### src/rtl/strobe_bank_pkg.sv
// Shared constants and helpers for the strobe bank: mode encodings, jitter
// rotation step, PRNG reset state, packed-field and rotate helpers.
package strobe_bank_pkg;

  localparam logic MODE_CONTINUOUS = 1'b0;
  localparam logic MODE_BURST      = 1'b1;

  localparam int unsigned JITTER_ROT_STEP = 8;
  localparam int unsigned FIELD_VEC_W     = 256;

  localparam logic [127:0] PRNG_RESET = {32'h5851F42D, 32'hB7E15162,
                                         32'h243F6A88, 32'h9E3779B9};

  // Field k of a packed vector of w-bit fields, zero-extended to FIELD_VEC_W.
  function automatic logic [FIELD_VEC_W-1:0] field_get(
      input logic [FIELD_VEC_W-1:0] vec,
      input int unsigned            k,
      input int unsigned            w);
    logic [FIELD_VEC_W-1:0] mask;
    mask = {FIELD_VEC_W{1'b1}} >> (FIELD_VEC_W - w);
    return (vec >> (k * w)) & mask;
  endfunction

  function automatic logic [31:0] rotr32(input logic [31:0] v,
                                         input int unsigned n);
    int unsigned s;
    s = n % 32;
    return (v >> s) | (v << (32 - s));
  endfunction

endpackage

### src/rtl/prngXoshiro128p.sv
// Xoshiro128+ generator; a seed byte shifts into the low end of the state
// instead of advancing it.
module prngXoshiro128p
  import strobe_bank_pkg::*;
(
  input  logic        clk_i,
  input  logic        rst_i,
  input  logic        en_i,
  input  logic [7:0]  seed_byte_i,
  input  logic        seed_valid_i,
  output logic [31:0] result_o
);

  logic [127:0] st_q, st_d;
  logic [31:0]  s0, s1, s2, s3, t, n0, n1, n2, n3;

  always_comb begin
    s0 = st_q[31:0];
    s1 = st_q[63:32];
    s2 = st_q[95:64];
    s3 = st_q[127:96];
    t  = s1 << 9;
    n2 = s2 ^ s0;
    n3 = s3 ^ s1;
    n1 = s1 ^ n2;
    n0 = s0 ^ n3;
    n2 = n2 ^ t;
    n3 = {n3[20:0], n3[31:21]};
    if (seed_valid_i) st_d = {st_q[119:0], seed_byte_i};
    else              st_d = {n3, n2, n1, n0};
  end

  always_ff @(posedge clk_i) begin
    if (rst_i)     st_q <= PRNG_RESET;
    else if (en_i) st_q <= st_d;
  end

  assign result_o = s0 + s3;

endmodule

### src/rtl/strobe_bank_chan.sv
// One strobe channel: reload counter, burst remaining count, registered strobe.
module strobe_bank_chan
  import strobe_bank_pkg::*;
#(
  parameter int unsigned PERIOD_W = 16,
  parameter int unsigned BURST_W  = 8
) (
  input  logic                clk_i,
  input  logic                rst_i,
  input  logic                cg_i,
  input  logic                enable_i,
  input  logic                mode_i,
  input  logic [PERIOD_W-1:0] period_i,
  input  logic [PERIOD_W-1:0] phase_i,
  input  logic [BURST_W-1:0]  burst_i,
  input  logic                sync_i,
  input  logic                trigger_i,
  input  logic                jit_i,
  output logic                strobe_o,
  output logic                busy_o
);

  logic [PERIOD_W-1:0] cnt_q, cnt_d;
  logic [BURST_W-1:0]  brem_q, brem_d;
  logic                strobe_q, strobe_d, busy_q, busy_d;
  logic                active, cnt_zero;

  always_comb begin
    active   = enable_i && (mode_i == MODE_CONTINUOUS || brem_q != '0);
    cnt_zero = (cnt_q == '0);
    strobe_d = active && cnt_zero && !jit_i && !strobe_q && !sync_i;
    cnt_d    = cnt_q;
    brem_d   = brem_q;
    if (!enable_i || sync_i) begin
      cnt_d = phase_i;
    end else if (mode_i == MODE_BURST && brem_q == '0) begin
      cnt_d = phase_i;
      if (trigger_i && burst_i != '0) brem_d = burst_i;
    end else if (cnt_zero) begin
      // jitter parks the counter at zero, postponing the strobe
      cnt_d = jit_i ? '0 : period_i;
    end else begin
      cnt_d = cnt_q - 1'b1;
    end
    if (!enable_i) brem_d = '0;
    else if (strobe_d && mode_i == MODE_BURST && brem_q != '0) brem_d = brem_q - 1'b1;
    busy_d = (brem_d != '0);
  end

  always_ff @(posedge clk_i) begin
    if (rst_i) begin
      cnt_q    <= '0;
      brem_q   <= '0;
      strobe_q <= 1'b0;
      busy_q   <= 1'b0;
    end else if (cg_i) begin
      cnt_q    <= cnt_d;
      brem_q   <= brem_d;
      strobe_q <= strobe_d;
      busy_q   <= busy_d;
    end
  end

  assign strobe_o = strobe_q;
  assign busy_o   = busy_q;

endmodule

### src/rtl/strobe_bank.sv
// Bank of N_CHAN strobe generators sharing one Xoshiro128+ jitter source.
module strobe_bank
  import strobe_bank_pkg::*;
#(
  parameter int unsigned N_CHAN        = 4,
  parameter int unsigned CTRL_PERIOD_W = 16,
  parameter int unsigned CTRL_JITTER_W = 8,
  parameter int unsigned CTRL_BURST_W  = 8,
  parameter int unsigned ENABLE_JITTER = 1
) (
  input  logic                              i_clk,
  input  logic                              i_rst,
  input  logic                              i_cg,
  input  logic [N_CHAN-1:0]                 i_ctrlEnable,
  input  logic [N_CHAN-1:0]                 i_ctrlMode,
  input  logic [N_CHAN*CTRL_PERIOD_W-1:0]   i_ctrlPeriod,
  input  logic [N_CHAN*CTRL_PERIOD_W-1:0]   i_ctrlPhase,
  input  logic [N_CHAN*CTRL_JITTER_W-1:0]   i_ctrlJitter,
  input  logic [N_CHAN*CTRL_BURST_W-1:0]    i_ctrlBurst,
  input  logic                              i_sync,
  input  logic [N_CHAN-1:0]                 i_trigger,
  input  logic [7:0]                        i_jitterSeedByte,
  input  logic                              i_jitterSeedValid,
  output logic [31:0]                       o_jitterPrng,
  output logic [N_CHAN-1:0]                 o_strobe,
  output logic [N_CHAN-1:0]                 o_busy
);

  logic [31:0] prng_w;

  if (ENABLE_JITTER != 0) begin : g_prng
    prngXoshiro128p u_prng (
      .clk_i        (i_clk),
      .rst_i        (i_rst),
      .en_i         (i_cg),
      .seed_byte_i  (i_jitterSeedByte),
      .seed_valid_i (i_jitterSeedValid),
      .result_o     (prng_w)
    );
  end else begin : g_no_prng
    assign prng_w = '0;
  end

  assign o_jitterPrng = prng_w;

  for (genvar k = 0; k < N_CHAN; k++) begin : g_chan
    logic [CTRL_JITTER_W-1:0] rot_top, thr;
    logic                     jit;

    // each channel compares a differently rotated slice of the shared PRNG word
    assign rot_top = CTRL_JITTER_W'(rotr32(prng_w, JITTER_ROT_STEP * k) >> (32 - CTRL_JITTER_W));
    assign thr     = CTRL_JITTER_W'(field_get(FIELD_VEC_W'(i_ctrlJitter), k, CTRL_JITTER_W));
    assign jit     = (ENABLE_JITTER != 0) && (rot_top < thr);

    strobe_bank_chan #(
      .PERIOD_W (CTRL_PERIOD_W),
      .BURST_W  (CTRL_BURST_W)
    ) u_chan (
      .clk_i     (i_clk),
      .rst_i     (i_rst),
      .cg_i      (i_cg),
      .enable_i  (i_ctrlEnable[k]),
      .mode_i    (i_ctrlMode[k]),
      .period_i  (CTRL_PERIOD_W'(field_get(FIELD_VEC_W'(i_ctrlPeriod), k, CTRL_PERIOD_W))),
      .phase_i   (CTRL_PERIOD_W'(field_get(FIELD_VEC_W'(i_ctrlPhase), k, CTRL_PERIOD_W))),
      .burst_i   (CTRL_BURST_W'(field_get(FIELD_VEC_W'(i_ctrlBurst), k, CTRL_BURST_W))),
      .sync_i    (i_sync),
      .trigger_i (i_trigger[k]),
      .jit_i     (jit),
      .strobe_o  (o_strobe[k]),
      .busy_o    (o_busy[k])
    );
  end

endmodule

### config.mk
export PLATFORM = sky130hd
export DESIGN_NAME = strobe_bank
export DESIGN_NICKNAME = d
export VERILOG_FILES = /design/src/rtl/strobe_bank_pkg.sv /design/src/rtl/prngXoshiro128p.sv /design/src/rtl/strobe_bank_chan.sv /design/src/rtl/strobe_bank.sv
export SDC_FILE = /design/constraint.sdc
export NUM_CORES = 1
export LEC_CHECK = 0
export ABC_AREA = 1
export ABC_CLOCK_PERIOD_IN_PS = 5300
export CORE_UTILIZATION = 56
export CTS_CLUSTER_SIZE = 14
export DETAILED_ROUTE_END_ITERATION = 10
export PLACE_DENSITY_LB_ADDON = 0.05
export SYNTH_ARGS = -nofsm -noshare
export SYNTH_HDL_FRONTEND = slang
export SYNTH_SLANG_ARGS = --single-unit
### constraint.sdc
create_clock -name i_clk -period 5.3 [get_ports i_clk]
set_input_delay 1.06 -clock i_clk [delete_from_list [all_inputs] [get_ports i_clk]]
set_output_delay 1.06 -clock i_clk [all_outputs]
set_load 0.1 [all_outputs]
# Yosys cells after proc, flatten, opt, wreduce, memory -nomap -nowiden
# Cells that the tools add are included.
[totals] input_bits=217 register_bits=232 out_inout_bits=40
[op_classes] n_bitwise=12 n_lt_le_gt_ge=4 muxes=37 n_addsub=9 n_reduce_logical=77
[ops] operator="16-bit 2-to-1 mux" count=16
[ops] operator="8-bit 2-to-1 mux" count=20
[ops] operator="32-bit bitwise XOR" count=5
[ops] operator="128-bit 2-to-1 mux" count=1
[ops] operator="8-bit nonzero test" count=12
[ops] operator="16-bit zero test" count=4
[ops] operator="16-bit by 1-bit subtractor with 16-bit output, second input constant" count=4
[ops] operator="1-bit logical AND" count=36
[ops] operator="32-bit adder" count=1
[ops] operator="8-bit zero test" count=4
[ops] operator="8-bit < comparator" count=4
[ops] operator="16-bit by 32-bit bitwise OR with 32-bit output" count=1
[ops] operator="24-bit by 32-bit bitwise OR with 32-bit output" count=1
[ops] operator="8-bit by 32-bit bitwise OR with 32-bit output" count=1
[ops] operator="8-bit by 1-bit subtractor with 8-bit output, second input constant" count=4
[ops] operator="1-bit zero test" count=13
[ops] operator="1-bit logical OR" count=8
[ops] operator="1-bit NOT" count=4

# Logic depth before layout (Yosys ltp)
# Gate-level depths: netlist of run 1.
[depth] word_depth=12 depth_mapped=28 ltp_nobuf=28

# Cells and area by module
# From an unflattened synthesis of run 1, not the netlist that was laid out.
[hier_totals] hier_cells=2881 area_unflattened_um2=17987.3
[by_module_without_submodules] mod="prngXoshiro128p" cells_each=1425 seq_area_each_um2=2562.5 area_per_inst_um2=8978.6 instances=1
[by_module_without_submodules] mod="strobe_bank_chan" cells_each=333 seq_area_each_um2=520.5 area_per_inst_um2=2068.2 instances=4
[by_module_without_submodules] mod="strobe_bank" cells_each=124 seq_area_each_um2=0.0 area_per_inst_um2=735.7 instances=1

# Worst setup path after synthesis of run 1
# Ideal clock, no wire load.
[synth_timing] path_kind="flip-flop to flip-flop" startpoint="register g_prng.u_prng.st_q[98]" endpoint="register g_chan[0].u_chan.busy_q" path_buffers=0 arrival_ns=5.235 required_time_ns=5.191 stages_incl_launch_ff=26 path_slack_ns=-0.044 cell_sequence="dfxtp_1 > ha_1 > a21oi_1 > nand2_1 > a21oi_1 > o21ai_2 > a21boi_2 > o21ai_1 > a21boi_1 > o21ai_0 > a21boi_1 > o21ai_0 > xnor2_1 > ha_1 > nand2_1 > nor2_1 > a211oi_1 > nand2_2 > nand3_2 > nand2_1 > nand3_1 > nand2_1 > nor2_1 > nand3_1 > nand2_1 > inv_1"
[synth_between] elab_chain_cells=11
[synth_rtl] element="start, declared" line_no="prngXoshiro128p.sv:14" source="logic [127:0] st_q, st_d;"
[synth_rtl] element="start signal, assigned" line_no="prngXoshiro128p.sv:35" source="else if (en_i) st_q <= st_d;"
[synth_rtl] element="32-bit adder" line_no="prngXoshiro128p.sv:38" source="assign result_o = s0 + s3;"
[synth_rtl] element="via o_jitterPrng[31]" line_no="strobe_bank.sv:24" source="output logic [31:0] o_jitterPrng,"
[synth_rtl] element="8-bit < comparator" line_no="strobe_bank.sv:53" source="assign jit = (ENABLE_JITTER != 0) && (rot_top < thr);"
[synth_rtl] element="1-bit zero test" line_no="strobe_bank_chan.sv:31" source="strobe_d = active && cnt_zero && !jit_i && !strobe_q && !sync_i;"
[synth_rtl] element="1-bit logical AND (3 in series)" line_no="strobe_bank_chan.sv:31"
[synth_rtl] element="1-bit logical AND (2 in series)" line_no="strobe_bank_chan.sv:46" source="else if (strobe_d && mode_i == MODE_BURST && brem_q != '0) brem_d = brem_q - 1'b1;"
[synth_rtl] element="8-bit 2-to-1 mux" line_no="strobe_bank_chan.sv:46"
[synth_rtl] element="8-bit 2-to-1 mux" line_no="strobe_bank_chan.sv:45" source="if (!enable_i) brem_d = '0;"
[synth_rtl] element="8-bit nonzero test" line_no="strobe_bank_chan.sv:47" source="busy_d = (brem_d != '0);"
[synth_rtl] element="end signal, assigned" line_no="strobe_bank_chan.sv:60" source="busy_q <= busy_d;"
[synth_rtl] element="end, declared" line_no="strobe_bank_chan.sv:25" source="logic strobe_q, strobe_d, busy_q, busy_d;"
# The timed path passes the listed nets, and every way through them passes these cells.
# A chain may end at the register's enable or synchronous reset.

# Worst setup path in the final report of run 1
[layout_timing] startpoint="register g_prng.u_prng.st_q[98]" endpoint="output o_jitterPrng[31]"
[layout_between] elab_chain_cells=1
[layout_rtl] element="32-bit adder" line_no="prngXoshiro128p.sv:38"
[layout_rtl] element="end, declared" line_no="strobe_bank.sv:24"
# No other way between the ends.

==> metrics, run 1 <==
largest area contributor in the netlist dfxtp_1; first-pass GRT wire length 83.8 mm; gpl congestion 0.967; period utilization 0.904; worst setup path startpoint g_prng.u_prng.st_q[98]; utilization after layout 0.694; drt wl/cell 17.1 um; Setup-failing EPs final 0; share of cells above drive strength 1 0.0509; Max clock buf depth 3; Least-Margin Pin Slew 1.11 ns; number of diodes 0; worst setup path end o_jitterPrng[31]; Max IR drop VDD 0.000295 V; Pre-Repair DR Iteration Count 6; Post-Layout Cell Count 3054; CTS tree yes; CP max stage delay 0.39 ns; #FFs+latches synth 232; Hold Path Class flip-flop to flip-flop; mapped cell area 16600 sq um; Hold-fix buffers, CTS 0; most common flop cell mapped by yosys dfxtp_1; total power draw 6.79 mW; setup_tns 0 ns; cts repair resizes 0; Num CTS Buffers 27; Clock transition at path regs 0.06 ns; Cells after DPL 3004; GR Overflow Total 0; post-synth top area share 0.279; DRT antenna net count 0; Slowest cell on crit path o21ai_0; site row count 62; Cells after Synth 2489; CP Capture Type output pin; H-tree levels 1; port bufs 256; WHS 0.479 ns; Num Clock Sinks 232; # fillers 2535; Worst Reg2Reg Path Length in Cells 28; largest net degree at the start of global routing 171; crit path kind flip-flop to output pin; worst flop-to-flop path endpoint g_chan[0].u_chan.busy_o; final net count 2938; Remaining DRCs 0; Worst EP arrival 3.73 ns; r2r setup slk 0.59 ns; fin worst setup slack 0.507 ns; die height 174 um; Starting DRT DRC Count 1792; critical path data required time 4.24 ns; fin area 20100 sq um; status complete, no violations; RR Startpoint g_prng.u_prng.st_q[4]; antenna violations before repair 0; max frequency 0.209 GHz; number of flops mapped to enable cells by yosys 0; Post-CTS Setup Bufs 0; fraction of registers with async set or reset after synthesis 0; syn_area_per_cell 6.68 sq um; syn_nets 2778; synth warn 0; Core Region 28900 sq um; crit-path cells ha_1 > nand3_1 > nand2_1 > a21oi_1 > o21ai_2 > a21boi_2 > o21ai_1 > a21boi_1 > o21ai_0 > a21boi_1 > o21ai_0 > xnor2_2 > buf_4; setup slack after placement 0.651 ns; Buf/Inv on CP 1; vias in the first global route 16400; synthesis-to-finish area growth 20.8%; Total GRT Usage 0.333; Max Slew Vio Count 0; post-synth cell types 57; Max-Cap Viols 0; Vias/cell 5.88; placed cell areas 19200 sq um; sequential fraction of the synthesis area 0.279; worst skew pair latency 0.57 ns; critical-path maximum fanout 4; RSZ-0062 raised after global routing no; Pleak 8.53 nW; Slew Limit Headroom 0.257; pwr/cell area 338 nW/um^2; Routed WL 52.2 mm; post-layout minimum cycle time 4.79 ns; via count 18000; Critical Path Source Type flip-flop; clock root buffer clkbuf_16; crit-path leading delay family compound AO/OA/AOI/OAI gates; Total Die Area 30400 sq um; I/O pin total 257; Initial Util 0.574; top post-synthesis cells by area dfxtp_1 (28%), a21oi_1 (10%), nand2_1 (9.8%), o21ai_0 (6.6%), o211ai_1 (5.9%); most frequent cells in the layout nand2_1 (432), a21oi_1 (332), inv_1 (246); commonest non-fill, non-tap cell in the layout nand2_1; Hold Vio Cnt, Final 0; Worst Clk Skew 0.0277 ns; Die X 174 um; Crit path depth 13; Detailed Place HPWL 37.7 mm
==> registers in the layout (all words and copies together) (netlist names) <==
signal                  cells
g_prng.u_prng.st_q        128
g_chan.u_chan.cnt_q        64
g_chan.u_chan.strobe_o      4
g_chan.u_chan.busy_o        4
g_chan.u_chan.brem_q       32
==> cells in the mapped netlist, drive strengths merged (14+ instances only) <==
library cell,count
xnor2,78
xor2,69
o211ai,131
a21oi,332
clkbuf,105
nand2,435
nor2,203
nor3,27
ha,71
o21ai,226
buf,35
nand3,132
a221oi,14
nand4,38
dfxtp,232
inv,261
==> area by class of cell <==
cell class	count	area, sq um	area share
clock buffers	38	817	0.0407
multi-input cells	1855	10400	0.518
repair buffers	271	2630	0.131
inverters	262	987	0.0491
well taps	384	480	0.0239
flip-flops and latches	232	4640	0.231
clock inverters	12	114	0.00567
==> worst min path at each step <==
stage                                     end                      start  cells past startpoint
finish                 g_prng.u_prng.st_q[68]     g_prng.u_prng.st_q[68]                      2
global route        g_chan[0].u_chan.cnt_q[1]  g_chan[0].u_chan.cnt_q[1]                      2
CTS                    g_prng.u_prng.st_q[68]     g_prng.u_prng.st_q[68]                      2
detailed placement     g_prng.u_prng.st_q[68]     g_prng.u_prng.st_q[68]                      2
global placement       g_prng.u_prng.st_q[68]     g_prng.u_prng.st_q[68]                      2
floorplan              g_prng.u_prng.st_q[68]     g_prng.u_prng.st_q[68]                      2
==> cells by family (layout without fill, tap and decap cells) <==
kind of cell / Yosys count / count (layout) / share of synthesized area
adders and majority gates: 72 / 72 / 0.0546
buffers and inverters: 402 / 583 / 0.0947
muxes: 1 / 1 / 0.000602
and+or+nand+nor: 859 / 859 / 0.224
xor gates and xnor gates: 147 / 147 / 0.0775
DFF: 232 / 232 / 0.279
AOI/OAI and AO/OA: 776 / 776 / 0.269
==> worst register-to-register path: cells and delay by family (launching register included) <==
kind / cells / cell delay [ns]
buffers and inverters: 2 / 0.31
adder cells (fa/ha/maj): 2 / 0.61
flip-flops: 1 / 0.45
AND/OR/NAND/NOR: 13 / 1.10
AO/OA/AOI/OAI: 11 / 2.13
==> routing by layer <==
metal,vias up,share of wire,global-route usage
li1,8833,-,-
met2,756,0.44,0.525
met1,8283,0.44,0.462
met5,-,0,0
met4,0,0.027,0.0921
met3,93,0.094,0.0639
==> power by group <==
part / internal [mW] / leakage [nW] / switching [mW] / total (mW)
clock: 1.13 / 0.454 / 0.802 / 1.93
combinational: 0.882 / 6.15 / 1.89 / 2.77
sequential: 1.89 / 1.92 / 0.207 / 2.10
total: 3.90 / 8.53 / 2.90 / 6.79
Power figures use the tool's default switching activity.
==> run 2: changes to the inputs <==
- ABC_AREA: 1 -> unset
- CORE_UTILIZATION: 56 -> 57
- SYNTH_HIERARCHICAL: unset -> 1
==> metrics, run 2 <==
status complete, no violations; H-tree levels 1; Detailed Place HPWL 40.4 mm; Core Region 31800 sq um; drt wl/cell 18.8 um; CP Capture Type flip-flop; Max clock buf depth 3; Cells after Synth 2434; #FFs+latches synth 232; sequential fraction of the synthesis area 0.250; post-synth cell types 90; Pre-Repair DR Iteration Count 5; switching part of the total 0.410; final net count 2872; Num CTS Buffers 29; synthesis-to-finish area growth 18.7%; most common flop cell mapped by yosys dfxtp_1; Hold Path Class flip-flop to flip-flop; top post-synthesis cells by area dfxtp_1 (25%), a21oi_1 (8.5%), nor2_1 (5.3%), ha_1 (5.0%), xnor2_1 (4.0%); mapped cell area 18600 sq um; number of flops mapped to enable cells by yosys 0; gpl congestion 0.912; post-layout minimum cycle time 5.04 ns; worst setup path startpoint g_prng.u_prng/st_q[96]; critical-path maximum fanout 7; Max-Cap Viols 0; via count 19100; Max Slew Vio Count 0; first-pass GRT wire length 90.5 mm; hold path startpoint g_chan[3].u_chan/cnt_q[13]; largest net degree at the start of global routing 175; worst skew pair latency 0.58 ns; synth warn 6; most frequent cells in the layout a21oi_1 (316), nor2_1 (264), dfxtp_1 (232); syn_area_per_cell 7.64 sq um; part of the power in registers 0.302; RSZ-0062 raised after global routing no; syn_nets 2727; top cells by count, synth a21oi_1 (316), nor2_1 (264), dfxtp_1 (232); Worst EP arrival 5.48 ns; Total Die Area 33300 sq um; setup_tns 0 ns; Max IR drop VDD 0.000297 V; RR Startpoint g_prng.u_prng/st_q[96]; antenna violations before repair 0; Comb pwr share 0.399; Routed WL 56.9 mm; # fillers 2690; Post-Layout Cell Count 3036; Worst Clk Skew 0.0239 ns; utilization after layout 0.694; share of cells above drive strength 1 0.108; Least-Margin Pin Slew 1.03 ns; Top reg by flops g_prng.u_prng/st_q; Starting DRT DRC Count 1839; Regs by FF count g_prng.u_prng/st_q: 128 flops, g_chan.u_chan/cnt_q: 64 flops, g_chan.u_chan/brem_q: 32 flops; Initial Util 0.585; port bufs 256; most frequent cell after synthesis a21oi_1; Cells after DPL 2982; max frequency 0.198 GHz; cell-internal power 4.04 mW; pwr/cell area 310 nW/um^2; site row count 65; max reg flops 128; number of diodes 0; Remaining DRCs 0; GR Overflow Total 0; vias in the first global route 17400; DRT antenna net count 0; commonest non-fill, non-tap cell in the layout a21oi_1; crit path kind flip-flop to flip-flop; Slew Limit Headroom 0.309; Vias/cell 6.28; clock group share of total power 0.299; CTS tree yes; I/O pin total 257; period utilization 0.951; post-synth top area share 0.250; largest area contributor in the netlist dfxtp_1; Die X 183 um; Clock transition at path regs 0.06 ns; Critical Path Source Type flip-flop; fraction of registers with async set or reset after synthesis 0; Sw Pwr 2.80 mW; clock root buffer clkbuf_16; Pleak 8.15 nW; Num Clock Sinks 232; die height 183 um; Setup-failing EPs final 0; Hold-fix buffers, CTS 0; critical path data required time 5.74 ns; Total GRT Usage 0.329; Hold Vio Cnt, Final 0
run 2: changes by cell type in the layout (fill, tap and decap cells not counted), sizes merged, moves of 50 or more:
cell    previous run  this run
a211oi            13        91
inv              262       113
nand2            435       106
nand3            132        82
nor2             203       264
nor3              27        91
o211ai           131        42
o21ai            226       112
run 2: final cells by class:
cell class                 instances  area [sq um]  area share
timing repair buffer             279          2710       0.123
tap                              435           544      0.0247
multi-input combinational       1926         12800       0.578
clock inverter                    11           151     0.00686
inverter                         111           419      0.0190
clock buffer                      42           825      0.0374
sequential                       232          4640       0.211
run 2: cell families (layout without fill, tap and decap cells):
family	Yosys count	count (layout)	share of synthesized area
fa+ha+maj	76	76	0.0516
xor+xnor	160	160	0.0754
simple gates	848	848	0.250
buf+inv	276	443	0.0720
flops	232	232	0.250
compound gates	800	800	0.278
mux	42	42	0.0230
run 2: critical path: stages (launching register included):
cell      delay (ns)
dfxtp_1         0.34
ha_1            0.24
fa_1            0.41
a21o_1          0.19
a21o_1          0.25
a211oi_2        0.28
o21ai_2         0.16
a41oi_2         0.36
o31ai_1         0.16
xor2_2          0.17
ha_1            0.32
nand2_1         0.05
o21ai_0         0.16
a21oi_1         0.16
nor4b_1         0.34
nand3_1         0.31
o41ai_2         0.41
o21ai_0         0.20
nor4_2          0.30
a31oi_1         0.11
run 2: per-stage QoR:
stage / instance area, sq um / power (mW) / hold slack, ns / setup WS [ns]
after global placement: 21000 / 4.73 / 0.480 / 0.317
after floorplan: 18700 / 4.09 / 0.463 / -0.0754
after CTS: 22000 / 6.83 / 0.497 / 0.185
after detailed placement: 21000 / 4.78 / 0.489 / 0.198
after global routing: 22100 / 7.15 / 0.516 / 0.0157
final: 22100 / 6.84 / 0.499 / 0.261
run 2: final timing paths:
| kind | end | slack (ns) | cells after the start |
|---|---|---|---|
| hold / removal | g_chan[3].u_chan/cnt_q[13] | 0.50 | 2 |
| hold reg to reg | g_chan[3].u_chan/cnt_q[13] | 0.50 | 2 |
| setup reg to reg | g_chan[3].u_chan/busy_o | 0.26 | 19 |
| setup / recovery | g_chan[3].u_chan/busy_o | 0.26 | 19 |
run 2: routing by layer:
layer  global-route usage  up-vias  part of all wire
met2                0.530      766              0.45
met3               0.0443      123             0.078
met5                    0        -                 0
met4                0.121        0             0.036
li1                     -     9218                 -
met1                0.448     8971              0.43
run 2: repair_timing:
action | 4_1_cts | 5_1_grt
resized for setup | 0 | 5
setup endpoints to repair | 0 | 5
setup buffers | 0 | 1
run 2: power by group through the flow:
| stage | registers, mW | clock network, mW | logic [mW] |
|---|---|---|---|
| after floorplan | 2.04 | 0 | 2.06 |
| after global placement | 2.09 | 0 | 2.64 |
| after detailed placement | 2.09 | 0 | 2.69 |
| after CTS | 2.06 | 2.07 | 2.70 |
| after global routing | 2.08 | 2.15 | 2.92 |
| final | 2.07 | 2.05 | 2.73 |
==> run 3: changes to the inputs <==
- CTS_CLUSTER_DIAMETER: unset -> 150
- REMOVE_ABC_BUFFERS: unset -> 1
==> metrics, run 3 (synthesis results as in run 2) <==
Clock transition at path regs 0.07 ns; Worst Reg2Reg Path Length in Cells 19; Hold-fix buffers, CTS 0; H-tree levels 1; Die X 183 um; vias in the first global route 17700; total power draw 6.11 mW; Max IR drop VDD 0.000258 V; Cells after DPL 2986; status complete, no violations; worst skew pair latency 0.51 ns; crit-path cells ha_1 > fa_1 > a21o_1 > a21o_1 > a2111oi_4 > o31ai_2 > a21oi_2 > o221ai_1 > xor2_1 > ha_1 > a21oi_1 > o211ai_1 > a21oi_2 > or4b_2 > nor3_4 > nand4_1 > o211a_1 > nor4_2 > a31oi_1; grt met2 use 0.546; Remaining DRCs 0; cell-internal power 3.49 mW; most frequent cells in the layout a21oi_1 (314), nor2_1 (264), dfxtp_1 (232); WHS 0.506 ns; Worst EP arrival 5.45 ns; I/O pin total 257; Num CTS Buffers 20; Top reg by flops g_prng.u_prng/st_q; Sw Pwr 2.62 mW; setup slack after placement 0.199 ns; Core Region 31800 sq um; Slowest cell on crit path or4b_2; crit path kind flip-flop to flip-flop; Max-Cap Viols 0; placed cell areas 21000 sq um; Critical Path Source Type flip-flop; Pleak 7.89 nW; GR Overflow Total 0; period utilization 0.956; CP max stage delay 0.70 ns; commonest non-fill, non-tap cell in the layout a21oi_1; utilization after layout 0.677; pwr/cell area 284 nW/um^2; DRT antenna net count 0; Hold Path Stages 2; Initial Util 0.585; Sequential Area 4640 sq um; antenna violations before repair 1; M3 GR Usage 0.0359; busiest grt layer met2; post-layout minimum cycle time 5.07 ns; clock root buffer clkbuf_16; critical path data required time 5.69 ns; Setup-failing EPs final 0; gpl congestion 0.940; first-pass GRT wire length 89.7 mm; Regs by FF count g_prng.u_prng/st_q: 128 flops, g_chan.u_chan/cnt_q: 64 flops, g_chan.u_chan/brem_q: 32 flops; share of cells above drive strength 1 0.0967; Max clock buf depth 3; Comb pwr share 0.442; max reg flops 128; met1 usage 0.432; Vias/cell 6.33; synthesis-to-finish area growth 15.9%; Slew Limit Headroom 0.308; hold path startpoint g_chan[0].u_chan/cnt_q[1]; die height 183 um; via count 19000; Routed WL 55.7 mm; Hold Vio Cnt, Final 0; Post-Layout Cell Count 3010; final net count 2867; largest net degree at the start of global routing 193; part of the power in registers 0.337; hold endpoint g_chan[0].u_chan/cnt_q[1]; port bufs 256; Total GRT Usage 0.323; drt wl/cell 18.5 um; max frequency 0.197 GHz; RSZ-0062 raised after global routing yes; Worst Clk Skew 0.0176 ns; r2r setup slk 0.23 ns; setup_tns 0 ns; site row count 65; Total Die Area 33300 sq um; Starting DRT DRC Count 1495; critical-path maximum fanout 6; Pre-Repair DR Iteration Count 6; switching part of the total 0.429; Detailed Place HPWL 40.4 mm; worst flop-to-flop path endpoint g_chan[0].u_chan/busy_o; RR Startpoint g_prng.u_prng/st_q[96]; Least-Margin Pin Slew 1.04 ns; CTS tree yes; area occupied by multi-input gates 12700 sq um; # fillers 2720; fin area 21500 sq um; Num Clock Sinks 232; Max Slew Vio Count 0; CP Capture Type flip-flop; fin worst setup slack 0.234 ns; clock group share of total power 0.221; Hold Path Class flip-flop to flip-flop
run 3: cell count changes in the layout (fill, tap and decap cells not counted), moves of 3 or more:
cell / previous run / this run
buf_4: 46 / 51
bufinv_16: 3 / 0
clkbuf_1: 8 / 0
clkbuf_16: 29 / 21
clkbuf_8: 5 / 0
clkinv_2: 6 / 1
xnor2_1: 78 / 85
xnor2_2: 7 / 0
xor2_1: 66 / 75
xor2_2: 9 / 0
run 3: worst max-delay path, delay by kind of cell, from the launching register on:
kind	cells	cell delay, ns
compound gates	11	2.12
simple gates	4	1.34
fa+ha+maj	3	0.95
flops	1	0.34
xor+xnor	1	0.20
run 3: repair_timing:
action                                 4_1_cts  5_1_grt
endpoints found under the hold margin        0        0
buffers inserted                             0        1
setup endpoints to repair                    0       10
gates resized for setup                      0        7
run 3: area by class of cell:
cell class | instances | area share
clock buffer | 21 | 0.0244
multi-input combinational | 1926 | 0.587
inverter | 111 | 0.0195
sequential | 232 | 0.216
tap | 435 | 0.0253
timing repair buffer | 283 | 0.127
antenna | 1 | 0.000116
clock inverter | 1 | 0.000407
run 3: worst max path at each step:
stage / to / from / cells after the start
after floorplan: g_chan[0].u_chan/busy_o / g_prng.u_prng/st_q[0] / 19
after global placement: g_chan[0].u_chan/busy_o / g_prng.u_prng/st_q[96] / 19
after detailed placement: g_chan[0].u_chan/busy_o / g_prng.u_prng/st_q[96] / 19
after CTS: g_chan[0].u_chan/busy_o / g_prng.u_prng/st_q[96] / 19
after global routing: g_chan[3].u_chan/busy_o / g_prng.u_prng/st_q[96] / 19
final: g_chan[0].u_chan/busy_o / g_prng.u_prng/st_q[96] / 19
run 3: power groups by stage:
stage | combinational [mW] | sequential [mW] | clock [mW]
final | 2.70 | 2.06 | 1.35
after floorplan | 1.87 | 2.05 | 0
after CTS | 2.67 | 2.05 | 1.38
after detailed placement | 2.65 | 2.09 | 0
after global routing | 2.90 | 2.07 | 1.45
after global placement | 2.62 | 2.08 | 0
run 3: per-layer routing:
metal	routed length, um	vias to the layer above
met3	3840	85
met4	1280	0
met1	24100	8999
met5	0	-
li1	-	9196
met2	26500	766
